[src/rtl/comp_hyst_pkg.sv]
// Shared types and helpers for the hysteresis comparator.
// Opcode encoding, FSM states and fixed-point alignment helpers.
package comp_hyst_pkg;

    typedef enum logic [1:0] {ST_LOW, ST_ARM_H, ST_HIGH, ST_ARM_L} hyst_state_t;

    typedef enum logic [1:0] {
        GT_OPCODE_REAL = 2'd0,
        GE_OPCODE_REAL = 2'd1,
        LT_OPCODE_REAL = 2'd2,
        LE_OPCODE_REAL = 2'd3
    } cmp_op_t;

    // One extra bit keeps b +/- h inside the aligned range.
    localparam int GUARD_BITS = 1;

    function automatic int max3(input int x, input int y, input int z);
        int m;
        m = (x > y) ? x : y;
        return (m > z) ? m : z;
    endfunction

    function automatic int min3(input int x, input int y, input int z);
        int m;
        m = (x < y) ? x : y;
        return (m < z) ? m : z;
    endfunction

endpackage

[src/rtl/comp_hyst_cond.sv]
// Aligns a, b and hyst to a common fixed-point format and decodes set/clear
// conditions for the selected opcode against the band [b-h, b+h].
module comp_hyst_cond
    import comp_hyst_pkg::*;
#(
    parameter int a_width    = 18,
    parameter int a_exponent = -12,
    parameter int b_width    = 18,
    parameter int b_exponent = -12,
    parameter int h_width    = 18,
    parameter int h_exponent = -12
) (
    input  logic signed [a_width-1:0] a,
    input  logic signed [b_width-1:0] b,
    input  logic signed [h_width-1:0] hyst,
    input  logic [1:0]                opcode,
    output logic                      set,
    output logic                      clr
);

    // Finest LSB wins; coarser operands are shifted up to meet it.
    localparam int EXP_MIN = min3(a_exponent, b_exponent, h_exponent);
    localparam int SH_A    = a_exponent - EXP_MIN;
    localparam int SH_B    = b_exponent - EXP_MIN;
    localparam int SH_H    = h_exponent - EXP_MIN;
    localparam int W_AL    = max3(a_width + SH_A, b_width + SH_B, h_width + SH_H) + GUARD_BITS;

    logic signed [W_AL-1:0] a_al, b_al, hyst_al, h_al, hi, lo;

    assign a_al    = W_AL'(a)    <<< SH_A;
    assign b_al    = W_AL'(b)    <<< SH_B;
    assign hyst_al = W_AL'(hyst) <<< SH_H;
    assign h_al    = hyst_al[W_AL-1] ? '0 : hyst_al;
    assign hi      = b_al + h_al;
    assign lo      = b_al - h_al;

    always_comb begin
        set = (a_al > hi);
        clr = (a_al <= lo);
        case (opcode)
            GE_OPCODE_REAL: begin set = (a_al >= hi); clr = (a_al <  lo); end
            LT_OPCODE_REAL: begin set = (a_al <  lo); clr = (a_al >= hi); end
            LE_OPCODE_REAL: begin set = (a_al <= lo); clr = (a_al >  hi); end
            default: ;
        endcase
    end

endmodule

[src/rtl/comp_hyst_real.sv]
// Registered comparator with hysteresis and debounce: c moves only after the
// new condition holds for deb_cycles consecutive enabled samples.
module comp_hyst_real
    import comp_hyst_pkg::*;
#(
    parameter int a_width    = 18,
    parameter int a_exponent = -12,
    parameter int b_width    = 18,
    parameter int b_exponent = -12,
    parameter int h_width    = 18,
    parameter int h_exponent = -12,
    parameter int deb_cycles = 1,
    parameter bit init       = 1'b0
) (
    input  logic                      clk,
    input  logic                      rst,
    input  logic                      cke,
    input  logic signed [a_width-1:0] a,
    input  logic signed [b_width-1:0] b,
    input  logic signed [h_width-1:0] hyst,
    input  logic [1:0]                opcode,
    output logic                      c,
    output logic                      rise,
    output logic                      fall
);

    localparam int CNT_W = $clog2(deb_cycles + 1);
    localparam logic [CNT_W-1:0] CNT_LAST = CNT_W'(deb_cycles - 1);
    localparam logic [CNT_W-1:0] CNT_ONE  = CNT_W'(1);

    hyst_state_t      state, state_nxt;
    logic [CNT_W-1:0] cnt, cnt_nxt;
    logic [1:0]       op_q;
    logic             set, clr, op_chg, c_nxt;

    comp_hyst_cond #(
        .a_width(a_width), .a_exponent(a_exponent),
        .b_width(b_width), .b_exponent(b_exponent),
        .h_width(h_width), .h_exponent(h_exponent)
    ) u_cond (
        .a(a), .b(b), .hyst(hyst), .opcode(opcode), .set(set), .clr(clr)
    );

    // op_q tracks the opcode of the previous enabled sample only.
    assign op_chg = (opcode != op_q);

    always_comb begin
        state_nxt = state;
        cnt_nxt   = cnt;
        case (state)
            ST_LOW: if (set) begin
                if (deb_cycles == 1) state_nxt = ST_HIGH;
                else begin state_nxt = ST_ARM_H; cnt_nxt = CNT_ONE; end
            end
            ST_ARM_H: begin
                if (op_chg || !set) begin state_nxt = ST_LOW; cnt_nxt = '0; end
                else if (cnt == CNT_LAST) begin state_nxt = ST_HIGH; cnt_nxt = '0; end
                else cnt_nxt = cnt + CNT_ONE;
            end
            ST_HIGH: if (clr) begin
                if (deb_cycles == 1) state_nxt = ST_LOW;
                else begin state_nxt = ST_ARM_L; cnt_nxt = CNT_ONE; end
            end
            ST_ARM_L: begin
                if (op_chg || !clr) begin state_nxt = ST_HIGH; cnt_nxt = '0; end
                else if (cnt == CNT_LAST) begin state_nxt = ST_LOW; cnt_nxt = '0; end
                else cnt_nxt = cnt + CNT_ONE;
            end
            default: begin state_nxt = ST_LOW; cnt_nxt = '0; end
        endcase
        c_nxt = (state_nxt == ST_HIGH) || (state_nxt == ST_ARM_L);
    end

    always_ff @(posedge clk) begin
        if (rst) begin
            state <= init ? ST_HIGH : ST_LOW;
            cnt   <= '0;
            c     <= init;
            rise  <= 1'b0;
            fall  <= 1'b0;
            op_q  <= opcode;
        end else if (cke) begin
            state <= state_nxt;
            cnt   <= cnt_nxt;
            c     <= c_nxt;
            rise  <= ~c & c_nxt;
            fall  <= c & ~c_nxt;
            op_q  <= opcode;
        end else begin
            rise  <= 1'b0;
            fall  <= 1'b0;
        end
    end

`ifndef SYNTHESIS
    always_ff @(posedge clk) begin
        if (!rst && cke)
            assert (!$isunknown(opcode)) else $error("comp_hyst_real: unknown opcode, treated as GT");
    end
`endif

endmodule
[config.mk]
export PLATFORM = sky130hd
export DESIGN_NAME = comp_hyst_real
export DESIGN_NICKNAME = d
export VERILOG_FILES = /design/src/rtl/comp_hyst_pkg.sv /design/src/rtl/comp_hyst_cond.sv /design/src/rtl/comp_hyst_real.sv
export SDC_FILE = /design/constraint.sdc
export NUM_CORES = 1
export LEC_CHECK = 0
export CAP_MARGIN = 15
export CORE_UTILIZATION = 58
export CTS_CLUSTER_SIZE = 25
export DETAILED_ROUTE_END_ITERATION = 12
export PLACE_DENSITY_LB_ADDON = 0.05
export RECOVER_POWER = 50
export SKIP_LAST_GASP = 1
export SLEW_MARGIN = 20
export SYNTH_ARGS = -nofsm -noshare
export SYNTH_HDL_FRONTEND = slang
export SYNTH_HIERARCHICAL = 1
export SYNTH_SLANG_ARGS = --single-unit
[constraint.sdc]
create_clock -name clk -period 8.3 [get_ports clk]
set_input_delay 2.49 -clock clk [delete_from_list [all_inputs] [get_ports clk]]
set_output_delay 2.49 -clock clk [all_outputs]
set_load 0.005 [all_outputs]
==> summary.txt <==
Placement
  • Gp weighted congestion: 0.915
  • # port buffers: 61
  • Placed instance area: 3660 um2
  • DP HPWL: 5.88 mm

Synthesis
  • Post-synth top area cell: ha_1
  • Yosys cell types: 64
  • Number of synthesized register bits: 7
  • Main area contributors after synthesis: ha_1 31%, xnor2_1 6.0%, inv_1 4.4%
  • Synth Flop Type: dfxtp_1
  • Ys Warns: 6
  • Top cell type's share of synthesized area: 31.2%
  • Syn nets: 518
  • Top-count cell post-synth: ha_1
  • Sequential element share of the synthesized area: 5.25%
  • Number of synthesized flops with an enable pin: 2
  • Mapped Area: between 3000 and 4000 um2
  • Mapped Avg Cell Area: 8.00 um2
  • Post-Synthesis Cells: 381
  • Synth cell count leaders: 76 x ha_1, 36 x inv_1, 34 x nor2_1, 26 x a21oi_1
  • Async S/R FF share, synth: 0%

Worst setup path
  • Crit-path max FO: 17
  • Critical path capture point type: register
  • Setup Crit Path Kind: primary input to register
  • Critical path's slowest cell: clkdlybuf4s50_1
  • Launching point of the worst reg2reg path: op_q[1]
  • Req. time, crit path: 8.41 ns
  • Cell family with most CP delay: compound AO/OA/AOI/OAI gates
  • Startpoint Class: primary input
  • Crit. Startpoint: hyst[17]
  • CP peak stage delay: 0.69 ns
  • Worst path cell trace: clkdlybuf4s50_1, nor2b_1, ha_1, fa_1, nand2b_1, a221oi_1, o21ai_1, nand2_1, a221oi_2, o41ai_1, o41ai_2, xnor2_1, ha_1, a21o_1, a21o_1, a21oi_1, o21ai_0, or2_2, a32oi_1, nand3_1, and4bb_2
  • CP Buf/Inv Count: 1
  • Worst EP arrival: 7.49 ns

Layout
  • Area grow syn2layout: 21.6%
  • Post-Layout Inst Area: about 3700 um2
  • Finished Core Util: roughly three quarters
  • Layout cells sized above 1: 5.96%
  • # nets final: 574
  • # diodes: 0

Routing
  • Routed Wire Length: 6.86 mm
  • Vias after detailed routing: roughly 2900
  • Iter 0 DRT Violations: 79
  • DR pass1 iterations: 4
  • WL per Instance: 13.6 um
  • Drc violations: 0
  • Vias per inst: 5.75
  • Final ANT Viol Nets: 0

Global routing
  • Largest net degree at the start of global routing: 18
  • Grt total ovfl: 0
  • Overall routing resource usage: approximately 26%
  • First-pass GRT wire length: 11.4 mm
  • Number of global-route vias before repair: ~2700
  • Initial antenna violation count: 0

Timing
  • Final min period: 7.38 ns
  • Final setup vio count: 0
  • RSZ-0062 raised after global routing: no
  • Final Hold Fails: 0
  • Max Freq: ~0.14 GHz
  • Fin crit share: 88.9%
  • Fin Setup TNS: 0 ns
  • Max-slew violations: 0
  • Slew @ Worst Pin: 0.566 ns
  • Fin Clk Skew: 0.00136 ns
  • Relative slew margins: 61.8%

Power
  • VDD IR-drop max: 0.0828 mV
  • Pwr dens: about 97 nW/um2
  • Total power: ~0.36 mW
  • Leak: roughly 1.8 nW

Floorplanning
  • Die Area: roughly 5600 um2
  • Initial Util: between 60% and 70%
  • Width of the die: approximately 75 um
  • Die Span Y: 74.5 um
  • Placeable Area: around 5000 um2
  • I/O pins: 62
  • FP Rows: 26

CTS
  • CTS sink count: 7
  • CTS tree: yes
  • Clk pin slew, worst setup/hold paths: 0.04 ns
  • Hold buffer count at cts: 0
  • Maximum clock path buffer count: 2
  • Post-CTS setup repair buffer count: 0
  • Clock Latency Late Sink: 0.22 ns
  • CTS resizes: 0
  • CTS buffer count: 3
  • Max H-tree Level: 1
  • CTS Root Cell: clkbuf_8

Worst hold path
  • Hold WC Path Type: register to register
  • Worst Hold Launch: state[0]

Run
  • Max-Cap Viols: 0

Run status
  • Outcome: complete, no violations
==> registers in the layout (all words and copies together), names as in the netlist <==
register  flops
state         2
fall          1
rise          1
op_q          2
c             1
==> worst paths after layout <==
check,cells after the start,slack [ns],end
setup / recovery,21,0.92,fall
hold / removal,2,0.44,state[0]
setup reg to reg,4,6.88,fall
hold reg to reg,2,0.44,state[0]
==> metrics by stage <==
stage	setup WS, ns	cells	hold slack [ns]
2_1_floorplan	1.98	381	0.420
3_3_place_gp	0.901	502	0.436
3_5_place_dp	0.706	502	0.438
4_1_cts	0.949	506	0.445
5_1_grt	0.289	506	0.472
6_report	0.923	506	0.442
==> where the power goes <==
part	total, mW	internal (mW)	switching [mW]
logic	0.271	0.132	0.139
registers	0.0405	0.0384	0.00209
clock network	0.0471	0.0332	0.0140
total	0.358	0.203	0.155
==> worst reg2reg max path, delay by kind of cell, from the launching register on <==
family / cells / cell delay (ns)
simple gates: 2 / 0.39
compound gates: 1 / 0.31
xor+xnor: 1 / 0.20
flops: 1 / 0.41
==> placed cells by master (no fill, tap or decap), drive strengths merged, types with 8 or more instances in the layout <==
cell           Yosys  layout
a21o              15      15
a21oi             29      29
clkdlybuf4s50      1      57
ha                76      76
inv               38      38
nand2              8       8
nand2b            21      21
nand4             10      10
nor2              34      34
o21ai             17      17
xnor2             21      21
xor2              11      11
==> area by class of cell <==
type / instances / area [um2]
Multi-Input combinational cell: 326 / 2660
Fill cell: 422 / 1370
Timing Repair Buffer: 61 / 611
Sequential cell: 7 / 160
Inverter: 38 / 143
Tap cell: 70 / 87.6
Clock buffer: 4 / 45.0
==> cells by family after synthesis <==
logic type	share of synthesized area [%]
flip-flops	5.25
buffers and inverters	7.43
XOR/XNOR	9.19
AO/OA/AOI/OAI	25.9
adder cells (fa/ha/maj)	32.5
AND/OR/NAND/NOR	19.1
multiplexers	0.657
==> routing by layer <==
layer | up-vias | share of wire, % | track usage, %
met3 | 13 | 3.2 | 0.949
li1 | 1479 | - | -
met4 | 0 | 1.7 | 6.92
met5 | - | 0 | 0
met2 | 76 | 48 | 45.9
met1 | 1340 | 47 | 33.7
Note: power is estimated with default switching activity, not from simulation.
